## src/rtl/mio_ram_arb.sv

```systemverilog
// mio_ram_arb: two-port arbiter in front of a single-port block RAM.
// Port A is the CPU side and port B is the loader/debug side. Each access
// takes four cycles: IDLE, ACCESS, RESP and DONE. The RAM address, write
// enable and write data are all registered.
// Optional feature: define MIO_ARB_ROUND_ROBIN_EN to select round-robin
// arbitration for simultaneous requests. Without it, port A has fixed
// priority.
module mio_ram_arb #(
  parameter int ADDR_W = 10,
  parameter int DATA_W = 32
) (
  input  logic              clk,
  input  logic              RSTN,
  input  logic              a_req,
  input  logic              a_we,
  input  logic [ADDR_W-1:0] a_addr,
  input  logic [DATA_W-1:0] a_wdata,
  output logic [DATA_W-1:0] a_rdata,
  output logic              a_ready,
  input  logic              b_req,
  input  logic              b_we,
  input  logic [ADDR_W-1:0] b_addr,
  input  logic [DATA_W-1:0] b_wdata,
  output logic [DATA_W-1:0] b_rdata,
  output logic              b_ready,
  output logic [ADDR_W-1:0] ram_addr,
  output logic              ram_we,
  output logic [DATA_W-1:0] ram_din,
  input  logic [DATA_W-1:0] ram_dout,
  output logic [1:0]        grant
);

  typedef enum logic [1:0] {IDLE, ACCESS, RESP, DONE} state_t;

  state_t state, state_nxt;
  logic   win_a, win_b;
  logic   cur_we;       // direction of the access in flight; ram_we drops after ACCESS

`ifdef MIO_ARB_ROUND_ROBIN_EN
  logic [1:0] last_grant;
`endif

  // State register.
  // NOTE: sequential state uses non-blocking assignments, so every flop samples pre-edge values.
  always_ff @(posedge clk or negedge RSTN) begin
    if (!RSTN) state <= IDLE;
    else       state <= state_nxt;
  end

  // Next-state logic. Requests are arbitrated only in IDLE.
  // NOTE: every signal gets a default first, so no path through the case can infer a latch.
  always_comb begin
    state_nxt = state;
    win_a     = 1'b0;
    win_b     = 1'b0;
    case (state)
      IDLE: begin
`ifdef MIO_ARB_ROUND_ROBIN_EN
        if (a_req && b_req) begin
          win_a = (last_grant != 2'b01);
          win_b = !win_a;
        end else begin
          win_a = a_req;
          win_b = b_req;
        end
`else
        win_a = a_req;
        win_b = b_req && !a_req;
`endif
        if (a_req || b_req) state_nxt = ACCESS;
      end
      ACCESS:  state_nxt = RESP;
      RESP:    state_nxt = DONE;
      DONE:    state_nxt = IDLE;
      default: state_nxt = IDLE;
    endcase
  end

`ifdef MIO_ARB_ROUND_ROBIN_EN
  // Record the most recent winner. After reset it reads as B, so A is served first.
  always_ff @(posedge clk or negedge RSTN) begin
    if (!RSTN)               last_grant <= 2'b10;
    else if (win_a || win_b) last_grant <= {win_b, win_a};
  end
`endif

  // Datapath: launch the RAM access, capture read data, and pulse ready.
  // NOTE: the async reset clears ram_we at once, so a write aborted during ACCESS never reaches the RAM.
  always_ff @(posedge clk or negedge RSTN) begin
    if (!RSTN) begin
      grant    <= 2'b00;
      ram_we   <= 1'b0;
      ram_addr <= '0;
      ram_din  <= '0;
      cur_we   <= 1'b0;
      a_rdata  <= '0;
      b_rdata  <= '0;
      a_ready  <= 1'b0;
      b_ready  <= 1'b0;
    end else begin
      a_ready <= 1'b0;
      b_ready <= 1'b0;
      case (state)
        IDLE: begin
          if (win_a || win_b) begin
            grant    <= {win_b, win_a};
            cur_we   <= win_a ? a_we    : b_we;
            ram_we   <= win_a ? a_we    : b_we;
            ram_addr <= win_a ? a_addr  : b_addr;
            ram_din  <= win_a ? a_wdata : b_wdata;
          end
        end
        ACCESS: ram_we <= 1'b0;
        RESP: begin
          a_ready <= grant[0];
          b_ready <= grant[1];
          if (!cur_we) begin
            if (grant[0]) a_rdata <= ram_dout;
            if (grant[1]) b_rdata <= ram_dout;
          end
        end
        DONE:    grant <= 2'b00;
        default: ;
      endcase
    end
  end

endmodule

```

## config.mk

```make
export PLATFORM = sky130hd
export DESIGN_NAME = mio_ram_arb
export DESIGN_NICKNAME = d
export VERILOG_FILES = /design/src/rtl/mio_ram_arb.sv
export SDC_FILE = /design/constraint.sdc
export NUM_CORES = 1
export LEC_CHECK = 0
export CORE_MARGIN = 2
export CORE_UTILIZATION = 38
export CTS_CLUSTER_DIAMETER = 200
export DETAILED_ROUTE_END_ITERATION = 7
export GPL_TIMING_DRIVEN = 1
export PLACE_DENSITY = 0.77
export SLEW_MARGIN = 30
export SYNTH_ARGS = -nofsm -noshare
export SYNTH_HDL_FRONTEND = slang
export SYNTH_SLANG_ARGS = --single-unit
```

## constraint.sdc

```tcl
create_clock -name clk -period 1.45 [get_ports clk]
set_input_delay 0.3625 -clock clk [delete_from_list [all_inputs] [get_ports clk]]
set_output_delay 0.3625 -clock clk [all_outputs]
set_load 0.005 [all_outputs]
```

==> reports/qor.csv <==
metric,value,unit
p_comb_frac,0.508,
synthSimpleGateAreaFrac,0.0472,
grtUsageTotal,0.243,
std_cell_rows,42,
startpoint_type,register,
synth_nets,491,
port_buffers,232,
worstPathArrival,1.90,ns
skew,0.00876,ns
yosysTopAreaCell,dfrtp_1,
grt_pass1_vias,4619,
placedCellCount,779,
path_max_fanout,6,
r2r_setup_slack,-0.16,ns
synth_compound_area_frac,0.0580,
htreeDepth,4,
via_count,4401,
num_antenna_cells,0,
path_clk_slew,0.05,ns
tightest_slew,0.423,ns
cts_tree,built,
end_kind,register,
wl_per_cell,19.7,um
numClockSinks,114,
grt_antenna_before_repair,0,
cp.required,1.75,ns
drc,0,
drt_iter0_markers,176,
start_util,0.386,
drt_first_pass_iters,4,
ys_seq_area_frac,0.560,
grt_pass1_wl,26000,um
synthTopCellsByArea,"dfrtp_1, mux2_4, mux2i_1",
synth.distinct_cells,26,
yosys.cell_count.top_type,dfrtp_1,
gp_congestion,0.765,
fillers,865,
netlist_instances,364,
internal_power,14000,uW
synth.avg_cell_area,14.0,sq um
hold_viol,0,
ys_ff_latch,114,
place_area,7730,sq um
synth-async-reset-ratio,1.00,
setup_ws,-0.157,ns
cts_max_path_buffers,2,
max_cap_viol_count,0,
yosys.area_share.xor_xnor,0,
synth-edff-count,0,
dieArea,14300,sq um
synth_top_family_by_area,multiplexers,
layout.cells.non_filler,913,
io_pins,233,
postLayoutCellArea,9680,sq um
max_stage_delay,0.38,ns
worst-path-buf-inv,3,
hold_path.class,primary input to asynchronous set/reset pin,
grt_setup_unrepaired,yes,
crit_type,register to register,
overflow,0,
power_frac_clock,0.206,
cts_made_buffers,17,
max_slew_margin,0.718,
crit_slowest_cell,dfrtp_1,
area_delta_synth_final,90.0,%
power_switching,6290,uW
cts_root_buf,clkbuf_16,
dpl.hpwl,9530,um
dieHeight,120,um
violations,negative setup slack,
pwr-share-seq,0.286,
swShare,0.310,
vdd_drop_max,0.854,mV
status,"complete, but fails checks",
cellLeakagePower,0.00479,uW
setup_viol_count_final,108,
wirelength,18000,um
crit_family,buffers and inverters,
finalMaxSlewViolations,0,
syn_area,5090,sq um
finalCritPeriodShare,1.11,
synth_fa_ha_area_frac,0.0123,
synthTopCellsByCount,"dfrtp_1, mux2_4, nand2_1",
cp_cell_sequence,"inv_2, ha_4, and2_4, nand2b_4, buf_4, buf_12, mux2_4",
clock.fmax,622,MHz
yosysWarningCount,0,
period_minus_slack,1.61,ns
insertion_delay,0.42,ns
hold_ws,0.426,ns
grt_max_degree,42,
synth_flop_cell,dfrtp_1,
nets,851,
synth_top_area_frac,0.560,
drive_gt1_frac,0.384,
core,13200,sq um
detail_route.vias_per_cell,4.82,
antenna_left,0,
p_per_area,2100,nW/um^2
die_w,120,um
yosys-mux-area-fraction,0.271,
==> worst register-to-register path: cells and delay by family (launching register included) <==
kind | cells | cell delay (ns)
flip-flops | 1 | 0.38
AND/OR/NAND/NOR | 2 | 0.25
multiplexers | 1 | 0.31
adder cells (fa/ha/maj) | 1 | 0.15
buffers and inverters | 3 | 0.40
==> worst paths after layout <==
| kind | from | end | cells past startpoint |
|---|---|---|---|
| worst max register to register | state[0] | a_rdata[21] | 7 |
| max in group asynchronous | RSTN | b_rdata[11] | 3 |
| worst max-delay path | state[0] | a_rdata[21] | 7 |
| min in group clk | ram_din[12] | ram_din[12] | 2 |
| worst min-delay path | RSTN | a_rdata[4] | 2 |
| worst min register to register | ram_din[12] | ram_din[12] | 2 |
==> routing by layer <==
metal	vias to the layer above	routed length, um	GRT usage
met1	2172	6780	0.272
met5	-	0	0
met3	28	1120	0.0703
met2	203	9720	0.430
met4	0	392	0.108
li1	1998	-	-
==> registers in the layout, indices dropped and copies added (netlist names) <==
signal and count:
grant 2, state 2, b_rdata 32, ram_we 1, a_rdata 32, a_ready 1, ram_din 32, ram_addr 10
b_ready 1, cur_we 1
==> stage by stage <==
step | total power, uW | util | TNS [ns] | setup WS [ns]
CTS | 18900 | 0.707 | -11.50 | -0.196
detailed placement | 13200 | 0.586 | -15.10 | -0.280
finish | 20300 | 0.734 | -8.90 | -0.157
global route | 21300 | 0.734 | -14.21 | -0.194
global placement | 12900 | 0.586 | -12.80 | -0.221
floorplan | 8880 | - | -1.79 | -0.0249
==> cells by family (layout without fill, tap and decap cells) <==
kind of cell | Yosys count | after routing
flip-flops | 114 | 114
buffers and inverters | 28 | 401
AO/OA/AOI/OAI | 55 | 55
adder cells (fa/ha/maj) | 5 | 5
AND/OR/NAND/NOR | 55 | 55
multiplexers | 107 | 107
==> power groups by stage <==
stage / clock [uW] / combinational [uW] / sequential [uW]
after floorplan: 0 / 3110 / 5770
after global routing: 4410 / 10900 / 5950
after global placement: 0 / 7270 / 5670
after detailed placement: 0 / 7480 / 5760
after CTS: 4230 / 8990 / 5630
final: 4190 / 10300 / 5810
==> layout make-up <==
type / count / area [sq um] / area share
clock inverter: 10 / 134 / 0.0138
inverter: 5 / 18.8 / 0.00194
tap: 176 / 220 / 0.0228
sequential: 114 / 2850 / 0.295
clock buffer: 22 / 454 / 0.0469
multi-input combinational: 222 / 2260 / 0.234
timing repair buffer: 364 / 3730 / 0.386
==> cells in the final DEF (no fill, tap or decap), drive strengths merged, types with 26 or more instances in the layout <==
master	synthesis	layout
dfrtp	114	114
buf	19	131
clkbuf	4	27
clkdlybuf4s50	0	120
dlygate4sd2	0	26
mux2	65	65
nand2	45	45
o21ai	44	44
mux2i	42	42
clkdlybuf4s15	0	81
==> timing repair <==
| action | in CTS | in global routing |
|---|---|---|
| setup endpoints to repair | 221 | 193 |
| resized for setup | 219 | 136 |
| cloned | 17 | 1 |
| setup buffers | 53 | 42 |
| hold endpoints to repair | 24 | 0 |
| pin swaps | 11 | 22 |
| hold buffers | 1 | 0 |
Note: power is estimated with default switching activity, not from simulation.
